## src/rtl/mem_cycle_sequencer_pkg.sv

```systemverilog
// Shared definitions for the memory-cycle sequencer: opcodes, FSM states,
// memory address source selects and a small state helper.
package mem_cycle_sequencer_pkg;

  // Instruction classes as seen by the decoder feeding this sequencer.
  typedef enum logic [1:0] {
    OP_ALU   = 2'd0,
    OP_LOAD  = 2'd1,
    OP_STORE = 2'd2,
    OP_END   = 2'd3
  } opcode_e;

  // Sequencer FSM state encoding.
  typedef enum logic [2:0] {
    ST_IDLE   = 3'd0,
    ST_FETCH  = 3'd1,
    ST_DECODE = 3'd2,
    ST_MEM    = 3'd3,
    ST_WB     = 3'd4,
    ST_HALT   = 3'd5,
    ST_ERROR  = 3'd6
  } state_e;

  // Memory address source: program counter for fetches, ALU result for data.
  localparam logic ADDR_PC  = 1'b0;
  localparam logic ADDR_ALU = 1'b1;

  // True in the states that own the memory port.
  function automatic logic is_access_state(input state_e st);
    return (st == ST_FETCH) || (st == ST_MEM);
  endfunction

endpackage

```

## src/rtl/mem_cycle_sequencer_if.sv

```systemverilog
// Control/status bundle between the sequencer and the datapath + memory.
// master = sequencer side, slave = datapath/memory/environment side.
interface mem_cycle_sequencer_if #(
  parameter int CNT_W = 32
);
  // Towards the sequencer
  logic             run;
  logic             mem_ready;
  logic             mem_read_ctl;
  logic             mem_write_ctl;
  logic             reg_write_ctl;
  logic             end_program;
  // From the sequencer
  logic             mem_req;
  logic             mem_addr_sel;
  logic             mem_we;
  logic             ir_we;
  logic             mdr_we;
  logic             rf_we;
  logic             pc_we;
  logic             halted;
  logic             bus_error;
  logic [CNT_W-1:0] retired;

  modport master (
    input  run, mem_ready, mem_read_ctl, mem_write_ctl, reg_write_ctl, end_program,
    output mem_req, mem_addr_sel, mem_we, ir_we, mdr_we, rf_we, pc_we,
           halted, bus_error, retired
  );

  modport slave (
    output run, mem_ready, mem_read_ctl, mem_write_ctl, reg_write_ctl, end_program,
    input  mem_req, mem_addr_sel, mem_we, ir_we, mdr_we, rf_we, pc_we,
           halted, bus_error, retired
  );

endinterface

```

## src/rtl/mem_cycle_sequencer_wait_timer.sv

```systemverilog
// Per-access wait counter with timeout comparator. Counts cycles in which the
// memory has not yet answered; expired flags that the budget is used up.
module mem_wait_timer #(
  parameter int MEM_TIMEOUT = 15
) (
  input  logic clk,
  input  logic rst_n,
  input  logic clear,
  input  logic tick,
  output logic expired
);

  localparam int CW = (MEM_TIMEOUT < 1) ? 1 : $clog2(MEM_TIMEOUT + 1);

  logic [CW-1:0] count_q;
  logic [CW-1:0] count_d;

  // Clear wins; saturate at the limit so the counter can never wrap back.
  always_comb begin
    count_d = count_q;
    if (clear) begin
      count_d = '0;
    end else if (tick && !expired) begin
      count_d = count_q + CW'(1);
    end
  end

  // Counter register.
  always_ff @(posedge clk or negedge rst_n) begin
    if (!rst_n) begin
      count_q <= '0;
    end else begin
      count_q <= count_d;
    end
  end

  assign expired = (count_q == CW'(MEM_TIMEOUT));

endmodule

```

## src/rtl/mem_cycle_sequencer.sv

```systemverilog
// Multi-cycle instruction sequencer for a unified single-port memory:
// FETCH -> DECODE -> (MEM) -> WB, with timeout to ERROR and END to HALT.
// Outputs are decoded from state; only ir_we and mdr_we also look at
// mem_ready so the load strobe lands on the cycle the data is valid.
module mem_cycle_sequencer #(
  parameter int MEM_TIMEOUT = 15,
  parameter int CNT_W       = 32
) (
  input  logic                 clk,
  input  logic                 rst_n,
  mem_cycle_sequencer_if.master bus
);
  import mem_cycle_sequencer_pkg::*;

  state_e           state_q;
  state_e           state_d;
  logic [CNT_W-1:0] retired_q;
  logic [CNT_W-1:0] retired_d;
  logic             timer_clear;
  logic             timer_tick;
  logic             timer_expired;

  logic mem_req_o;
  logic mem_addr_sel_o;
  logic mem_we_o;
  logic ir_we_o;
  logic mdr_we_o;
  logic rf_we_o;
  logic pc_we_o;
  logic halted_o;
  logic bus_error_o;

  // The counter sits at zero whenever the memory port is not owned, so it
  // always starts fresh on entry to FETCH or MEM.
  assign timer_clear = !is_access_state(state_q);
  assign timer_tick  = is_access_state(state_q) && !bus.mem_ready;

  mem_wait_timer #(
    .MEM_TIMEOUT (MEM_TIMEOUT)
  ) u_wait_timer (
    .clk     (clk),
    .rst_n   (rst_n),
    .clear   (timer_clear),
    .tick    (timer_tick),
    .expired (timer_expired)
  );

  // State register.
  always_ff @(posedge clk or negedge rst_n) begin
    if (!rst_n) begin
      state_q <= ST_IDLE;
    end else begin
      state_q <= state_d;
    end
  end

  // Next-state logic; mem_ready on the last allowed wait cycle beats timeout.
  always_comb begin
    state_d = state_q;
    case (state_q)
      ST_IDLE: begin
        if (bus.run) state_d = ST_FETCH;
      end
      ST_FETCH: begin
        if (bus.mem_ready)  state_d = ST_DECODE;
        else if (timer_expired) state_d = ST_ERROR;
      end
      ST_DECODE: begin
        if (bus.end_program)                           state_d = ST_HALT;
        else if (bus.mem_read_ctl || bus.mem_write_ctl) state_d = ST_MEM;
        else                                            state_d = ST_WB;
      end
      ST_MEM: begin
        if (bus.mem_ready)  state_d = ST_WB;
        else if (timer_expired) state_d = ST_ERROR;
      end
      ST_WB:    state_d = ST_FETCH;
      ST_HALT:  state_d = ST_HALT;
      ST_ERROR: state_d = ST_ERROR;
      default:  state_d = ST_IDLE;
    endcase
  end

  // Output decode; a combined read+write is treated as a store.
  always_comb begin
    mem_req_o      = 1'b0;
    mem_addr_sel_o = ADDR_PC;
    mem_we_o       = 1'b0;
    ir_we_o        = 1'b0;
    mdr_we_o       = 1'b0;
    rf_we_o        = 1'b0;
    pc_we_o        = 1'b0;
    halted_o       = 1'b0;
    bus_error_o    = 1'b0;
    case (state_q)
      ST_FETCH: begin
        mem_req_o = 1'b1;
        ir_we_o   = bus.mem_ready;
      end
      ST_MEM: begin
        mem_req_o      = 1'b1;
        mem_addr_sel_o = ADDR_ALU;
        mem_we_o       = bus.mem_write_ctl;
        mdr_we_o       = bus.mem_ready && bus.mem_read_ctl && !bus.mem_write_ctl;
      end
      ST_WB: begin
        pc_we_o = 1'b1;
        rf_we_o = bus.reg_write_ctl;
      end
      ST_HALT:  halted_o    = 1'b1;
      ST_ERROR: bus_error_o = 1'b1;
      default: begin
      end
    endcase
  end

  // Retired-instruction count advances once per write-back, wrapping.
  always_comb begin
    retired_d = retired_q;
    if (state_q == ST_WB) retired_d = retired_q + CNT_W'(1);
  end

  // Retired counter register.
  always_ff @(posedge clk or negedge rst_n) begin
    if (!rst_n) begin
      retired_q <= '0;
    end else begin
      retired_q <= retired_d;
    end
  end

  assign bus.mem_req      = mem_req_o;
  assign bus.mem_addr_sel = mem_addr_sel_o;
  assign bus.mem_we       = mem_we_o;
  assign bus.ir_we        = ir_we_o;
  assign bus.mdr_we       = mdr_we_o;
  assign bus.rf_we        = rf_we_o;
  assign bus.pc_we        = pc_we_o;
  assign bus.halted       = halted_o;
  assign bus.bus_error    = bus_error_o;
  assign bus.retired      = retired_q;

endmodule

```

## src/flat_wrapper.sv

```systemverilog
// flat-port wrapper written by rule: the top's interface ports become plain ports
module mem_cycle_sequencer_flat import mem_cycle_sequencer_pkg::*;
#(
  parameter int MEM_TIMEOUT = 15,
  parameter int CNT_W       = 32
)
  (clk, rst_n, bus_run, bus_mem_ready, bus_mem_read_ctl, bus_mem_write_ctl, bus_reg_write_ctl, bus_end_program, bus_mem_req, bus_mem_addr_sel, bus_mem_we, bus_ir_we, bus_mdr_we, bus_rf_we, bus_pc_we, bus_halted, bus_bus_error, bus_retired);
  mem_cycle_sequencer_if #(.CNT_W(CNT_W)) bus_i ();
  input  logic clk;
  input  logic rst_n;
  input wire logic [$bits(bus_i.run)-1:0] bus_run;
  input wire logic [$bits(bus_i.mem_ready)-1:0] bus_mem_ready;
  input wire logic [$bits(bus_i.mem_read_ctl)-1:0] bus_mem_read_ctl;
  input wire logic [$bits(bus_i.mem_write_ctl)-1:0] bus_mem_write_ctl;
  input wire logic [$bits(bus_i.reg_write_ctl)-1:0] bus_reg_write_ctl;
  input wire logic [$bits(bus_i.end_program)-1:0] bus_end_program;
  output wire logic [$bits(bus_i.mem_req)-1:0] bus_mem_req;
  output wire logic [$bits(bus_i.mem_addr_sel)-1:0] bus_mem_addr_sel;
  output wire logic [$bits(bus_i.mem_we)-1:0] bus_mem_we;
  output wire logic [$bits(bus_i.ir_we)-1:0] bus_ir_we;
  output wire logic [$bits(bus_i.mdr_we)-1:0] bus_mdr_we;
  output wire logic [$bits(bus_i.rf_we)-1:0] bus_rf_we;
  output wire logic [$bits(bus_i.pc_we)-1:0] bus_pc_we;
  output wire logic [$bits(bus_i.halted)-1:0] bus_halted;
  output wire logic [$bits(bus_i.bus_error)-1:0] bus_bus_error;
  output wire logic [$bits(bus_i.retired)-1:0] bus_retired;
  assign bus_i.run = bus_run;
  assign bus_i.mem_ready = bus_mem_ready;
  assign bus_i.mem_read_ctl = bus_mem_read_ctl;
  assign bus_i.mem_write_ctl = bus_mem_write_ctl;
  assign bus_i.reg_write_ctl = bus_reg_write_ctl;
  assign bus_i.end_program = bus_end_program;
  assign bus_mem_req = bus_i.mem_req;
  assign bus_mem_addr_sel = bus_i.mem_addr_sel;
  assign bus_mem_we = bus_i.mem_we;
  assign bus_ir_we = bus_i.ir_we;
  assign bus_mdr_we = bus_i.mdr_we;
  assign bus_rf_we = bus_i.rf_we;
  assign bus_pc_we = bus_i.pc_we;
  assign bus_halted = bus_i.halted;
  assign bus_bus_error = bus_i.bus_error;
  assign bus_retired = bus_i.retired;
  mem_cycle_sequencer #(.MEM_TIMEOUT(MEM_TIMEOUT), .CNT_W(CNT_W)) u_core (.clk(clk), .rst_n(rst_n), .bus(bus_i));
endmodule
```

## config.mk

```make
export PLATFORM = sky130hd
export DESIGN_NAME = mem_cycle_sequencer_flat
export DESIGN_NICKNAME = d
export VERILOG_FILES = /design/src/rtl/mem_cycle_sequencer_pkg.sv /design/src/rtl/mem_cycle_sequencer_if.sv /design/src/rtl/mem_cycle_sequencer_wait_timer.sv /design/src/rtl/mem_cycle_sequencer.sv /design/src/flat_wrapper.sv
export SDC_FILE = /design/constraint.sdc
export NUM_CORES = 1
export LEC_CHECK = 0
export BUFFER_PORTS_ARGS = -buffer_cell sky130_fd_sc_hd__buf_2
export CORE_ASPECT_RATIO = 1.75
export CORE_MARGIN = 8
export CORE_UTILIZATION = 25
export DETAILED_ROUTE_END_ITERATION = 8
export MAX_ROUTING_LAYER = met4
export PLACE_DENSITY = 0.54
export RECOVER_POWER = 25
export SLEW_MARGIN = 25
export SYNTH_ARGS = -nofsm -noshare
export SYNTH_HDL_FRONTEND = slang
export SYNTH_SLANG_ARGS = --single-unit
```

## constraint.sdc

```tcl
create_clock -name clk -period 2 [get_ports clk]
set_input_delay 0.4 -clock clk [delete_from_list [all_inputs] [get_ports clk]]
set_output_delay 0.4 -clock clk [all_outputs]
set_load 0.1 [all_outputs]
```

* Word-level counts from Yosys, hierarchy flattened *
Index checks and enable logic that the tools add are counted.

cells by class
  equal/unequal tests = 9
  add/sub/neg operators = 2
  muxes and demuxes = 18
  reduce and logical (&&, ||, !) cells = 11

operators with widths
  operator                                                                count
  32-bit by 1-bit adder with 32-bit output (second input constant)        1
  3-bit case mux with 7 select lines                                      1
  3-bit two-way mux                                                       6
  3-bit equality test (second input constant)                             3
  1-bit two-way mux                                                       9
  4-bit two-way mux                                                       2
  3-bit by 2-bit equality test with 1-bit output (second input constant)  2
  4-bit by 1-bit adder with 4-bit output (second input constant)          1
  4-bit equality test (second input constant)                             1
  1-bit logical AND                                                       4
  2-bit inequality test (second input constant)                           2
  3-bit by 1-bit equality test with 1-bit output (second input constant)  1
  1-bit zero test                                                         3
  3-bit zero test                                                         1
  1-bit logical OR                                                        2
  2-bit OR reduction                                                      1

storage, ports and cells
  input port bits = 8
  output and inout port bits = 41
  word-level logic and storage cells = 43
  bits in registers = 39

* Logic depth before layout (Yosys ltp) *
  depth in word-level cells = 6
  mapped depth = 8
  gate-level depth less buffers = 5

* Hierarchy *
Synthesis repeated with hierarchy kept, for this count alone.

second synthesis, totals
  cells, all modules = 179
  area total of the unflattened synthesis = 1931.9 sq um

modules (own cells, without submodules)
  module               cells each  area each (sq um)  times used  seq. area each (sq um)
  mem_cycle_sequencer  159         1702.9             1           875.8
  mem_wait_timer       20          229.0              1           100.1

* Worst setup path before layout *
OpenSTA, ideal clock, no wires.

  kind = register to output
  start = register u_core.state_q[2]
  end = output bus_mdr_we
  buffers on the path = 1
  data arrival time = 3179 ps
  path slack = -1579 ps
  data required time = 1600 ps
  stages on the path, launching flop included = 7
  cells stage by stage = dfrtp_1 -> buf_4 -> inv_1 -> nand2_1 -> inv_1 -> and2_1 -> and4b_1

on the way
  word-level cells in the longest chain between the ends = 2

ends and longest elaborated chain
  what                                            RTL line                   text
  from (decl)                                     mem_cycle_sequencer.sv:15  state_e state_q;
  from (signal assigned)                          mem_cycle_sequencer.sv:53  state_q <= state_d;
  3-bit by 2-bit equality test with 1-bit output  mem_cycle_sequencer.sv:95  case (state_q)
  1-bit two-way mux                               mem_cycle_sequencer.sv:95
  to (decl)                                       flat_wrapper.sv:21         output wire logic [$bits(bus_i.mdr_we)-1:0] bus_mdr_we;

No other way between the ends.

* Worst setup path after layout *
Ends and elaborated chain as after synthesis.

==> metrics <==
Synth Area in Compound Gates 3.31%; drt total wl 4.85 mm; drt pass-1 iters 4; highest clock rate ~510 MHz; largest cells by area after synthesis dfrtp_1 (51%), xnor2_1 (13%), nand4_1 (4.9%), nand3_1 (3.1%), nand2_1 (2.7%); hpwl dp 3.70 mm; Initial Util 25.6%; CTS tree built; CTS sink cnt 39; Post-Synth Adder-Cell Area roughly 1.3%; relative slew slack 34.2%; Synth top area share between 50 and 60%; worst path buffer plus inverter count 3; Final nets 242; worst reg2reg path depth 5; die height roughly 130 um; via count approximately 1500; Worst Setup Start Kind register; Top Family by Delay on Critical Path simple AND/OR/NAND/NOR gates; core region area 7510 um^2; die area 10900 um^2; Initial DRC Count 23; root buffer cell clkbuf_16; Critical Path AT 1.55 ns; multiplexer area fraction after synthesis 0.585%; max_cap viols 0; Slowest-stage cell, CP dfrtp_1; RSZ-0062 raised after global routing true; final period utilization 97.7%; CTS H-tree depth 2; XOR/XNOR Fraction of Synth Area 15.5%; wire length per cell 15.1 um; pin count of the biggest net entering global routing 40; Tightest Pin Transition 0.986 ns; CTS clk-pin slew, worst paths around 0.06 ns; Longest Clk Path Bufs 2; most frequent cells after synthesis dfrtp_1 (39), xnor2_1 (29), nand4_1 (15); GP Congestion between 0.7 and 0.8; CP Class register to output port; top cell type by total area after synthesis dfrtp_1; max incr delay on CP 0.41 ns; total global-route track usage 9.55%; gr ovfl total 0; Final setup viols 0; clock skew 0.00376 ns; Synth warnings 0; Min-Delay Path Class input port to async pin; leakage 0.00117 uW; post-layout min period ~2.0 ns; vias in the first global route 1603; antenna viol nets, final 0; fin area 2570 um^2; Post-synth top flop dfrtp_1; Antenna Cells 0; Yosys cell types 34; placed cell count approximately 310; final hold vios 0; Post-synth EDFFs 0; most common cell in the netlist dfrtp_1; reg2reg end u_core.bus.retired[24]; Crit Reg-Reg Startpoint u_core.state_q[2]; TritonCTS buffer count 5; layout cells sized above 1 43.3%; WP data required 1.60 ns; Area Overhead vs Synth 33.4%; first-pass GRT wire length 7.83 mm; fillcell total 773; Mapped Area 1930 um^2; Post-Place Cell Area 2430 um^2; flop2flop setup slack 0.29 ns; Seq cells post-synth 39; worst path cell trace inv_2, nand2_4, clkinvlp_4, and2_4, and4b_4, buf_12; Critical Path Fanout Max 7; total setup buffers inserted after CTS 0; Cells after Synth 177; status finished clean; site row count 42; I/O pin count 49; Syn Area/Cell approximately 11 um^2; vias per cell 4.75; PD cells 1210 nW/um^2; DRC 0; Total Power 3120 uW; main combinational cell family by area after synthesis simple AND/OR/NAND/NOR gates; max-slew violation count 0; syn_nets between 150 and 200; asr flop ratio synth 100%; chip width just over 80 um; PortBufs 48; fraction of the mapped netlist area in simple logic gates roughly 25%; post-route insts no fill 321; latest clock arrival within the worst-skew pair between 0.2 and 0.3 ns; hold bufs inserted after CTS 0; peak supply drop 0.971 mV; initial antenna violation count 0; Seq/Total Area, Yosys between 50% and 60%; crit end category output port
-- cells in the final DEF (no fill, tap or decap), types with 6 or more instances in the layout --
master,netlist,routed
nand2_1,14,13
buf_12,0,6
xnor2_1,29,29
nor2_1,13,13
buf_4,3,6
dfrtp_2,0,23
buf_2,0,41
dfrtp_1,39,16
nand4_1,15,15
nand3_1,12,12
-- area by class of cell --
cell class	count	area, um^2	area share [%]
Tap cell	88	110	4.29
Timing Repair Buffer	55	383	14.9
Clock buffer	7	133	5.16
Clock inverter	1	5.00	0.195
Sequential cell	39	1000	39.1
Inverter	3	20.0	0.779
Multi-Input combinational cell	128	913	35.6
-- flip-flops by register name, summed over array words and instances (netlist names) --
name / cells
u_core.bus.retired: 32
u_core.u_wait_timer.count_q: 4
u_core.state_q: 3
-- cells by family after synthesis --
family | after synthesis
AOI/OAI and AO/OA | 10
buffers and inverters | 10
DFF | 39
adders and majority gates | 2
muxes | 1
xor gates and xnor gates | 34
and+or+nand+nor | 81
-- through the flow --
| stage | TNS [ns] | setup WS (ns) | hold slack, ns | utilization [%] |
|---|---|---|---|---|
| floorplan | -1.51 | -0.426 | 0.104 | - |
| global placement | 0 | 0.240 | 0.460 | 32.3 |
| detailed placement | 0 | 0.213 | 0.461 | 32.3 |
| CTS | -0.0618 | -0.0386 | 0.194 | 34.1 |
| global route | -0.00999 | -0.00999 | 0.475 | 34.2 |
| finish | 0 | 0.0465 | 0.360 | 34.2 |
-- worst register-to-register path, cell delays in order, from the launching register on --
cell,delay [ns]
dfrtp_1,0.40
or3b_4,0.46
clkinv_4,0.09
and2_1,0.34
nand4_1,0.17
xnor2_1,0.15
-- worst max-delay path by stage --
stage,startpoint,end,slack [ns],cells past startpoint
after global placement,u_core.state_q[2],u_core.bus.retired[20],0.24,5
final,u_core.state_q[2],bus_mdr_we,0.05,6
after detailed placement,u_core.state_q[1],u_core.bus.retired[24],0.21,5
after global routing,u_core.state_q[2],bus_mdr_we,-0.01,6
after CTS,u_core.state_q[2],bus_mdr_we,-0.04,6
after floorplan,u_core.state_q[1],bus_bus_error,-0.43,3
-- routing by layer --
layer  global-route usage (%)  vias to the layer above  routed length, um
met1                     9.47                      740               1770
met3                     2.32                        7                346
li1                         -                      739                  -
met4                     4.13                        0                 91
met5                        -                        -                  0
met2                     16.7                       40               2640
-- power breakdown --
part / leakage [uW] / internal, uW / switching, uW / total [uW]
sequential: 0.000495 / 881 / 97.4 / 978
clock: 0.0000679 / 461 / 307 / 768
combinational: 0.000608 / 363 / 1010 / 1370
-- timing repair --
action | in CTS | in global routing
pin swaps | 0 | 1
gates cloned | 0 | 0
setup endpoints to repair | 2 | 3
gates resized for setup | 0 | 3
endpoints found under the hold margin | 0 | 0
Note: power is estimated with default switching activity, not from simulation.
